<file path="src/rtl/aim_pkg.sv">
`default_nettype none
// ============================================================================
// Module   : aim_pkg
// Brief    : Shared widths, ternary weight codes, activation-collector state
//            encoding and saturation helpers for the aim neuron pipeline.
// Revision : 1.0
// ============================================================================
package aim_pkg;

    // Datapath widths of the aim8 neuron and its downstream collector
    localparam int AIM_IN_W  = 12;
    localparam int AIM_OUT_W = 9;
    localparam int AIM_TW_W  = 2;
    localparam int AIM_ACC_W = 16;

    // Ternary weight encodings
    localparam logic [AIM_TW_W-1:0] AIM_TW_POS  = 2'b01;
    localparam logic [AIM_TW_W-1:0] AIM_TW_ZERO = 2'b00;
    localparam logic [AIM_TW_W-1:0] AIM_TW_NEG  = 2'b11;

    // Collector states
    typedef enum logic [0:0] {
        FILL     = 1'b0,
        WAIT_OUT = 1'b1
    } act_state_t;

    // Activation saturation limits at the default output width
    localparam int AIM_OUT_MAX = (1 << (AIM_OUT_W - 1)) - 1;
    localparam int AIM_OUT_MIN = -(1 << (AIM_OUT_W - 1));

    // Signed saturation limits for an arbitrary width (w < 32)
    function automatic int sat_max(input int w);
        return (1 << (w - 1)) - 1;
    endfunction

    function automatic int sat_min(input int w);
        return -(1 << (w - 1));
    endfunction

endpackage
`default_nettype wire

</file>
<file path="src/rtl/aim_act_quant.sv">
`default_nettype none
// ============================================================================
// Module   : aim_act_quant
// Brief    : Combinational activation quantiser: ReLU (or leaky ReLU when
//            AIM_LEAKY_RELU_EN is defined), arithmetic right shift, then
//            saturation to OUT_W signed bits with a clamp flag.
// Revision : 1.0
// ============================================================================
module aim_act_quant
    import aim_pkg::*;
#(
    parameter int ACC_W = AIM_ACC_W,
    parameter int OUT_W = AIM_OUT_W,
    parameter int SHIFT = 0
) (
    input  logic signed [ACC_W-1:0] x,
    output logic signed [OUT_W-1:0] q,
    output logic                    clamp
);

    localparam logic signed [ACC_W-1:0] C_MAX = ACC_W'(sat_max(OUT_W));
    localparam logic signed [ACC_W-1:0] C_MIN = ACC_W'(sat_min(OUT_W));

    logic                    w_pos;
    logic signed [ACC_W-1:0] w_rect;
    logic signed [ACC_W-1:0] w_shift;

    assign w_pos = !x[ACC_W-1] && (|x);

    // Rectify, scale down, then clamp into the activation range
    always_comb begin
`ifdef AIM_LEAKY_RELU_EN
        w_rect = w_pos ? x : (x >>> 3);
`else
        w_rect = w_pos ? x : '0;
`endif
        w_shift = w_rect >>> SHIFT;
        clamp   = 1'b0;
        q       = w_shift[OUT_W-1:0];
        if (w_shift > C_MAX) begin
            q     = C_MAX[OUT_W-1:0];
            clamp = 1'b1;
        end else if (w_shift < C_MIN) begin
            q     = C_MIN[OUT_W-1:0];
            clamp = 1'b1;
        end
    end

endmodule
`default_nettype wire

</file>
<file path="src/rtl/aim_act_collect.sv">
`default_nettype none
// ============================================================================
// Module   : aim_act_collect
// Brief    : Accumulates partial sums from the aim8 neuron, quantises each
//            finished neuron to a signed activation and packs N_ACT of them
//            into one output vector with valid/ready on both sides.
//            Optional macro AIM_LEAKY_RELU_EN selects leaky ReLU (slope 1/8).
// Revision : 1.0
// ============================================================================
module aim_act_collect
    import aim_pkg::*;
#(
    parameter int N_ACT = 8,
    parameter int IN_W  = AIM_IN_W,
    parameter int ACC_W = AIM_ACC_W,
    parameter int OUT_W = AIM_OUT_W,
    parameter int SHIFT = 0
) (
    input  logic                   clk,
    input  logic                   rst_n,
    input  logic                   in_valid,
    output logic                   in_ready,
    input  logic [IN_W-1:0]        in_sum,
    input  logic                   in_last,
    output logic                   out_valid,
    input  logic                   out_ready,
    output logic [N_ACT*OUT_W-1:0] out_act,
    output logic                   out_sat
);

    localparam int                      COUNT_W   = (N_ACT > 1) ? $clog2(N_ACT) : 1;
    localparam logic [COUNT_W-1:0]      LAST_SLOT = COUNT_W'(N_ACT - 1);
    localparam logic signed [ACC_W-1:0] ACC_MAX   = {1'b0, {(ACC_W-1){1'b1}}};
    localparam logic signed [ACC_W-1:0] ACC_MIN   = {1'b1, {(ACC_W-1){1'b0}}};

    act_state_t              r_state;
    act_state_t              w_next_state;
    logic                    r_alive;
    logic signed [ACC_W-1:0] r_acc;
    logic [COUNT_W-1:0]      r_count;
    logic [OUT_W-1:0]        r_fill [N_ACT];

    logic                    w_xfer;
    logic                    w_fin;
    logic                    w_out_free;
    logic                    w_load;
    logic [ACC_W:0]          w_wide;
    logic signed [ACC_W-1:0] w_sum;
    logic signed [OUT_W-1:0] w_q;
    logic                    w_clamp;
    logic [N_ACT*OUT_W-1:0]  w_load_vec;

    // Ready only once out of reset and while the fill buffer is not parked
    assign in_ready   = r_alive && (r_state == FILL);
    assign w_xfer     = in_valid && in_ready;
    assign w_fin      = w_xfer && in_last;
    assign w_out_free = !out_valid || out_ready;

    // One extra bit catches overflow of the signed accumulate
    assign w_wide = {r_acc[ACC_W-1], r_acc}
                  + {{(ACC_W + 1 - IN_W){in_sum[IN_W-1]}}, in_sum};

    // Saturating accumulate
    always_comb begin
        w_sum = w_wide[ACC_W-1:0];
        if (w_wide[ACC_W] != w_wide[ACC_W-1]) begin
            w_sum = w_wide[ACC_W] ? ACC_MIN : ACC_MAX;
        end
    end

    aim_act_quant #(
        .ACC_W (ACC_W),
        .OUT_W (OUT_W),
        .SHIFT (SHIFT)
    ) u_quant (
        .x     (w_sum),
        .q     (w_q),
        .clamp (w_clamp)
    );

    // The slot being finished this cycle bypasses the fill buffer
    for (genvar gi = 0; gi < N_ACT; gi++) begin : g_pack
        assign w_load_vec[gi*OUT_W +: OUT_W] =
            ((r_state == FILL) && (r_count == COUNT_W'(gi))) ? w_q : r_fill[gi];
    end

    // State register
    always_ff @(posedge clk or negedge rst_n) begin
        if (!rst_n) begin
            r_state <= FILL;
        end else begin
            r_state <= w_next_state;
        end
    end

    // Next state and output-register load decision
    always_comb begin
        w_next_state = r_state;
        w_load       = 1'b0;
        case (r_state)
            FILL: begin
                if (w_fin && (r_count == LAST_SLOT)) begin
                    if (w_out_free) begin
                        w_load = 1'b1;
                    end else begin
                        w_next_state = WAIT_OUT;
                    end
                end
            end
            WAIT_OUT: begin
                if (out_valid && out_ready) begin
                    w_load       = 1'b1;
                    w_next_state = FILL;
                end
            end
            default: w_next_state = FILL;
        endcase
    end

    // Accumulator, fill buffer, slot counter and output register
    always_ff @(posedge clk or negedge rst_n) begin
        if (!rst_n) begin
            r_alive   <= 1'b0;
            r_acc     <= '0;
            r_count   <= '0;
            out_valid <= 1'b0;
            out_act   <= '0;
            out_sat   <= 1'b0;
            for (int i = 0; i < N_ACT; i++) begin
                r_fill[i] <= '0;
            end
        end else begin
            r_alive <= 1'b1;
            if (w_xfer) begin
                r_acc <= in_last ? '0 : w_sum;
            end
            if (w_fin) begin
                r_fill[r_count] <= w_q;
                if (w_clamp) begin
                    out_sat <= 1'b1;
                end
            end
            if (w_load) begin
                r_count <= '0;
            end else if (w_fin && (r_count != LAST_SLOT)) begin
                r_count <= r_count + COUNT_W'(1);
            end
            if (w_load) begin
                out_act   <= w_load_vec;
                out_valid <= 1'b1;
            end else if (out_ready) begin
                out_valid <= 1'b0;
            end
        end
    end

endmodule
`default_nettype wire

</file>
<file path="config.mk">
export PLATFORM = sky130hd
export DESIGN_NAME = aim_act_collect
export DESIGN_NICKNAME = d
export VERILOG_FILES = /design/src/rtl/aim_pkg.sv /design/src/rtl/aim_act_quant.sv /design/src/rtl/aim_act_collect.sv
export SDC_FILE = /design/constraint.sdc
export NUM_CORES = 1
export LEC_CHECK = 0
export CAP_MARGIN = 5
export CORE_AREA = 2 2 178 180
export DETAILED_ROUTE_END_ITERATION = 7
export DIE_AREA = 0 0 180 182
export DONT_BUFFER_PORTS = 1
export SLEW_MARGIN = 10
export SYNTH_ARGS = -nofsm -noshare
export SYNTH_HDL_FRONTEND = slang
export SYNTH_SLANG_ARGS = --single-unit
</file>
<file path="constraint.sdc">
create_clock -name clk -period 6.3 [get_ports clk]
set_input_delay 1.575 -clock clk [delete_from_list [all_inputs] [get_ports clk]]
set_output_delay 1.575 -clock clk [all_outputs]
set_load 0.01 [all_outputs]
</file>
==> results of run 1 <==
## worst max path at each step
stage               startpoint          end  slack [ps]  depth (start not counted)
finish               in_sum[9]   r_fill[33]         970                         11
global route         in_sum[9]   r_fill[33]         510                         11
CTS                  in_sum[0]  out_act[33]         920                         14
detailed placement   in_sum[9]  out_act[33]         460                         11
global placement     in_sum[0]   r_fill[33]         690                         14
floorplan            in_sum[0]  out_act[43]        1460                         16
## final cells by class
cell class              instances  area [um^2]  area share (%)
repair buffers                 10        75.07          0.8031
clock inverters                11        112.6           1.205
flip-flops and latches        167         4179           44.71
well taps                     402        503.0           5.381
inverters                       9        33.78          0.3614
multi-input cells             592         3988           42.66
clock buffers                  20        456.7           4.886
## power groups by stage
stage / logic, uW / clock network [uW] / registers [uW]
4_1_cts: 2580 / 1050 / 1720
2_1_floorplan: 2060 / 0 / 1620
6_report: 2580 / 1020 / 1710
3_5_place_dp: 2570 / 0 / 1740
5_1_grt: 2820 / 1090 / 1760
3_3_place_gp: 2540 / 0 / 1730
## registers in the layout, summed over array words and instances, names as in the netlist
register and flops:
r_alive 1, r_state 1, r_fill 72, r_acc 16, out_valid 1, r_count 3
out_act 72, out_sat 1
## kinds of logic (layout without fill, tap and decap cells)
logic type	count (synthesis)	in the layout	synth area share (%)
other	1	1	0.04380
and+or+nand+nor	261	261	15.19
buffers and inverters	79	50	4.853
adders and majority gates	24	24	3.595
xor gates and xnor gates	12	12	1.315
muxes	2	2	0.2485
DFF	167	167	48.82
AOI/OAI and AO/OA	292	292	25.94
## tightest hold or removal path: cells and delay by family, from the launching register on
kind / cells / cell delay (ps)
flip-flops: 1 / 330
AND/OR/NAND/NOR: 1 / 50
AO/OA/AOI/OAI: 1 / 50
## routing by layer
layer  vias up  part of all wire (%)
met3        18                   5.7
met5         -                     0
met4         0                   1.3
li1       3018                     -
met2       134                    48
met1      3069                    45
## cells in the final DEF (no fill, tap or decap), types with 3 or more instances in the layout
| master | synthesis | routed |
|---|---|---|
| a21oi_2 | 3 | 3 |
| buf_4 | 1 | 10 |
| and2_1 | 12 | 11 |
| a22o_1 | 12 | 12 |
| nand3_1 | 17 | 17 |
| nor2_1 | 18 | 18 |
| a21o_1 | 5 | 4 |
| clkbuf_16 | 0 | 17 |
| nor2b_1 | 3 | 3 |
| xor2_1 | 6 | 6 |
| o211ai_1 | 5 | 5 |
| inv_1 | 9 | 9 |
| o21ai_0 | 20 | 20 |
| inv_6 | 0 | 4 |
| o31ai_1 | 121 | 121 |
| nand2b_1 | 7 | 7 |
| clkinvlp_4 | 0 | 3 |
| a21boi_0 | 4 | 4 |
| and3_1 | 65 | 65 |
| xnor2_1 | 5 | 5 |
| a21oi_1 | 83 | 83 |
| nand2_1 | 117 | 116 |
| nand4_1 | 6 | 6 |
| o31ai_2 | 9 | 9 |
| o41ai_4 | 6 | 6 |
| ha_1 | 23 | 23 |
| dfrtp_1 | 167 | 167 |
## cells in the mapped netlist, types with 3 or more instances
| library cell | n |
|---|---|
| nand4_1 | 6 |
| o211ai_1 | 5 |
| a21o_1 | 5 |
| a22o_1 | 12 |
| nand2b_1 | 7 |
| nand3_1 | 17 |
| nor2_1 | 18 |
| dfrtp_1 | 167 |
| o31ai_1 | 121 |
| clkbuf_1 | 50 |
| xor2_1 | 6 |
| nor2b_1 | 3 |
| nand2_1 | 117 |
| and3_1 | 65 |
| ha_1 | 23 |
| o31ai_2 | 9 |
| buf_2 | 4 |
| o21ai_0 | 20 |
| o41ai_4 | 6 |
| a21boi_0 | 4 |
| inv_1 | 9 |
| a21oi_2 | 3 |
| xnor2_1 | 5 |
| clkbuf_8 | 5 |
| buf_6 | 8 |
| and2_1 | 12 |
| a21oi_1 | 83 |
## through the flow
step	setup slack [ps]	util [%]	hold slack, ps
6_report	968.5	30.17	467.2
5_1_grt	508.3	30.17	489.2
4_1_cts	915.2	30.14	470.9
3_5_place_dp	458.7	28.30	457.1
3_3_place_gp	694.9	28.30	451.1
2_1_floorplan	1456	-	440.3
==> summary.md, run 1 <==
| Metric | Value |
|---|---|
| Hold path endpoint | `r_fill[1]` |
| Final Hold Vio Count | `0` |
| Slowest stage delay, CP | `660 ps` |
| Reg-to-reg startpoint | `r_acc[9]` |
| Fin crit share | `84.63%` |
| Worst Setup End Kind | `register` |
| Share of layout cells above drive strength 1 | `10.14%` |
| Worst-case clock buffer depth | `2` |
| Clock share of power | `19.3%` |
| Hold Startpoint | `r_fill[1]` |
| Worst EP arrival | `5650 ps` |
| Clock skew | `13.47 ps` |
| Global routing usage on met1 | `19.03%` |
| Max_cap viols | `0` |
| DR vias | `6,239` |
| Fill count | `3,206` |
| Initial antenna violation count | `0` |
| Pins over their slew limit | `0` |
| Crit path buffers/inverters | `1` |
| VDD IR max | `0.5373 mV` |
| DRC viols | `0` |
| CTS clk-pin slew, worst paths | `70 ps` |
| RSZ-0062 raised after global routing | `no` |
| Gr busiest metal | `met2` |
| Number of synthesized flops with an enable pin | `0` |
| Violation count after the first detailed-route iteration | `480` |
| First-pass GRT wire length | `37.22 mm` |
| Unique masters post-synth | `66` |
| DP Area | `8768 um^2` |
| Gpl congestion | `0.8350` |
| Setup violators final | `0` |
| Hold Buf Count CTS | `0` |
| DIE HEIGHT | `182 um` |
| DR vias/cell | `5.152` |
| Crit-path max FO | `22` |
| Io pins | `92` |
| Cell family with most CP delay | `compound AO/OA/AOI/OAI gates` |
| Cell Chain, Critical Path | `ha_1 -> a21oi_1 -> o21ai_0 -> o21ai_0 -> and2_1 -> ha_1 -> o311ai_4 -> nand2_1 -> o41ai_4 -> buf_4 -> o31ai_1` |
| Sw Ratio | `49.55%` |
| Psw | `2636 uW` |
| Row count | `65` |
| Yosys reg bits | `167` |
| Cells after synthesis | `838` |
| Nets | `838` |
| Synth area leader | `dfrtp_1` |
| Mapped Nets | `879` |
| Ranking of synthesized cells by area | `dfrtp_1 (49%), o31ai_1 (11%), nand2_1 (5.1%)` |
| Worst Path Required | `6620 ps` |
| HP Class | `reg -> reg` |
| # clock sinks | `167` |
| Gate power share | `48.5%` |
| Skew-Pair Late Insertion Delay | `430 ps` |
| Gr usage total | `14.46%` |
| Synth warn | `0` |
| Worst slew pin tran | `1267 ps` |
| Synthesized area | `8561 um^2` |
| Most used flip-flop cell after synthesis | `dfrtp_1` |
| Area growth, synth to finish | `9.193%` |
| Core area | `30,990 um^2` |
| CTS buffer count | `17` |
| # placed instances | `1,180` |
| Post-CTS Setup Bufs | `0` |
| Root Driver | `clkbuf_16` |
| Cts repair resizes | `0` |
| Setup TNS | `0 ps` |
| Full die area | `32,760 um^2` |
| Critical R2R Capture | `r_fill[33]` |
| Static Leak | `0.004270 uW` |
| Asr flop ratio synth | `100.0%` |
| Sequential group share of total power | `32.2%` |
| Largest net degree at the start of global routing | `168` |
| Status | `complete, no violations` |
| Critical path's slowest cell | `ha_1` |
| Tmin final | `5331 ps` |
| H-tree depth | `4` |
| CP Launch Type | `input pin` |
| Slew HR | `15.22%` |
| # diodes | `0` |
| Post-synthesis average cell area | `10.22 um^2` |
| Seq/Total Area, Yosys | `48.82%` |
| Non-filler cells, final | `1,211` |
| Vias in the first global route | `6,111` |
| Fmax achieved | `0.1876 GHz` |
| PwrDens | `569.2 nW/um^2` |
| Cell-internal power | `2684 uW` |
| CTS tree | `yes` |
| Hold depth | `2` |
| Flop2flop setup slack | `1720 ps` |
| Port Buffers | `0` |
| Antenna viol nets, final | `0` |
| Final instance area | `9348 um^2` |
| HPWL after DPL | `15.27 mm` |
| Initial Util | `27.63%` |
| First drt pass iteration count | `5` |
| Synth top area share | `48.82%` |
| DRT Wirelength | `23.49 mm` |
| Kind of critical path | `in -> reg` |
| Total power | `5321 uW` |
| Overall die width | `180 um` |
| R2r worst-path depth | `11` |
| GRT met3 Usage | `4.332%` |
| GR Util met2 | `23.33%` |
| Grt ovf | `0` |
| Wire per inst | `19.40 um` |
No activity file was read; power rests on OpenSTA's default activity.
==> run 2: changes to the inputs <==
==> constraint.sdc (replaced) <==
create_clock -name clk -period 5.58 [get_ports clk]
set_input_delay 1.395 -clock clk [delete_from_list [all_inputs] [get_ports clk]]
set_output_delay 1.395 -clock clk [all_outputs]
set_load 0.01 [all_outputs]
==> run 2 against run 1 <==
Compared with the run above: wire length up 1.3%; power up 18%; clock power up 19%; critical path type unchanged; hold slack about the same.
==> summary.md, run 2 (synthesis gave the netlist of run 1 again) <==
| Metric | Value |
|---|---|
| Worst Setup End Kind | `register` |
| Slowest stage delay, CP | `390 ps` |
| Row count | `65` |
| Gate power share | `49.7%` |
| Cell count along the critical path | `15` |
| Status | `complete, no violations` |
| Fill count | `3,131` |
| First drt pass iteration count | `5` |
| Critical R2R Capture | `r_fill[19]` |
| H-tree depth | `4` |
| Overall die width | `180 um` |
| Crit-path max FO | `32` |
| Flip-flop and latch area | `4179 um^2` |
| Initial Util | `27.63%` |
| Vias in the first global route | `6,147` |
| Sw Ratio | `48.37%` |
| Cell family with most CP delay | `compound AO/OA/AOI/OAI gates` |
| Sequential group share of total power | `30.9%` |
| Gr usage total | `14.68%` |
| DIE HEIGHT | `182 um` |
| Min Hold Slack | `467.2 ps` |
| Core area | `30,990 um^2` |
| CTS clk-pin slew, worst paths | `70 ps` |
| HPWL after DPL | `15.61 mm` |
| Fmax achieved | `0.2299 GHz` |
| Gpl congestion | `0.8061` |
| Crit path buffers/inverters | `3` |
| PwrDens | `661.2 nW/um^2` |
| Pins over their slew limit | `0` |
| CP Launch Type | `input pin` |
| Most frequent cells in the layout | `dfrtp_1 (167), o31ai_1 (121), nand2_1 (116)` |
| Setup violators final | `0` |
| Max_cap viols | `0` |
| Largest net degree at the start of global routing | `168` |
| # clock sinks | `167` |
| Crit path launch | `in_sum[0]` |
| Violation count after the first detailed-route iteration | `545` |
| Cell-internal power | `3230 uW` |
| Regs by FF count | `out_act (72), r_fill (72), r_acc (16)` |
| Grt ovf | `0` |
| Flop2flop setup slack | `1800 ps` |
| Clock share of power | `19.4%` |
| Reg-to-reg startpoint | `r_acc[9]` |
| Worst-case clock buffer depth | `2` |
| Root Driver | `clkbuf_16` |
| Critical path's slowest cell | `fa_1` |
| DR vias/cell | `5.214` |
| Clock skew | `14.68 ps` |
| HP Class | `reg -> reg` |
| Worst EP arrival | `4670 ps` |
| Worst Path Required | `5900 ps` |
| Fin crit share | `77.95%` |
| Crit path capture | `r_fill[19]` |
| Final instance area | `9460 um^2` |
| Post-CTS Setup Bufs | `0` |
| Io pins | `92` |
| Wire per inst | `19.46 um` |
| Multi-input combinational cell area | `3978 um^2` |
| Static Leak | `0.004341 uW` |
| DP Area | `8864 um^2` |
| DRC viols | `0` |
| DRT Wirelength | `23.80 mm` |
| Hold Buf Count CTS | `0` |
| CTS buffer count | `17` |
| Port Buffers | `0` |
| RSZ-0062 raised after global routing | `no` |
| Cts repair resizes | `0` |
| First-pass GRT wire length | `37.62 mm` |
| Antenna viol nets, final | `0` |
| Tmin final | `4350 ps` |
| Psw | `3026 uW` |
| Slew HR | `32.91%` |
| VDD IR max | `0.4641 mV` |
| # diodes | `0` |
| Commonest non-fill, non-tap cell in the layout | `dfrtp_1` |
| Worst slew pin tran | `1003 ps` |
| Skew-Pair Late Insertion Delay | `440 ps` |
| Share of layout cells above drive strength 1 | `11.33%` |
| CTS tree | `yes` |
| Final Hold Vio Count | `0` |
| Initial antenna violation count | `0` |
| Kind of critical path | `in -> reg` |
| Area growth, synth to finish | `10.51%` |
| DR vias | `6,377` |
| R2r worst-path depth | `12` |
| Setup TNS | `0 ps` |
| Full die area | `32,760 um^2` |
| Cell Chain, Critical Path | `ha_1 -> inv_1 -> fa_1 -> nand2b_1 -> a21o_1 -> a21oi_2 -> o21ai_0 -> and2_1 -> ha_1 -> o311ai_2 -> buf_4 -> a21oi_1 -> a21bo_2 -> buf_4 -> o31ai_1` |
| Nets | `849` |
==> run 2: per-layer routing <==
metal | wire length [um] | track usage (%) | share of wire [%]
met1 | 10410 | 18.74 | 44
met3 | 1566 | 4.693 | 6.6
met4 | 486 | 4.911 | 2.0
met5 | 0 | 0 | 0
met2 | 11340 | 23.52 | 48
==> run 2: worst min path at each step <==
| stage | cells past startpoint | from | slack, ps | endpoint |
|---|---|---|---|---|
| after floorplan | 2 | r_fill[0] | 440 | r_fill[0] |
| after global placement | 2 | r_fill[58] | 450 | r_fill[58] |
| after detailed placement | 2 | r_fill[56] | 460 | r_fill[56] |
| after CTS | 2 | r_fill[66] | 470 | r_fill[66] |
| after global routing | 2 | r_fill[52] | 480 | r_fill[52] |
| final | 2 | r_fill[70] | 470 | r_fill[70] |
==> run 2: worst register-to-register path: cells and delay by family (launching register included) <==
family | cells | cell delay (ps)
flops | 1 | 380
simple gates | 1 | 230
compound gates | 7 | 1740
fa+ha+maj | 2 | 840
buf+inv | 2 | 480
==> run 2: through the flow <==
step / util (%) / power, uW / cells / setup WS, ps
CTS: 30.53 / 6291 / 1223 / 1233
global placement: 28.60 / 5028 / 1191 / 868.3
floorplan: - / 4156 / 838 / 915.9
global route: 30.53 / 6674 / 1223 / 945.4
detailed placement: 28.60 / 5062 / 1191 / 796.6
finish: 30.53 / 6256 / 1223 / 1230
==> run 2: power groups by stage <==
stage / Clock (uW) / Sequential [uW] / Combinational, uW
finish: 1210 / 1930 / 3110
global route: 1300 / 1980 / 3390
CTS: 1240 / 1940 / 3110
detailed placement: 0 / 1960 / 3100
global placement: 0 / 1960 / 3070
floorplan: 0 / 1830 / 2330
==> run 2: final cells by class <==
cell class / instances / area share (%)
clock buffers: 21 / 4.867
clock inverters: 11 / 1.442
multi-input cells: 592 / 42.04
inverters: 9 / 0.3571
well taps: 402 / 5.317
flip-flops and latches: 167 / 44.17
repair buffers: 21 / 1.799
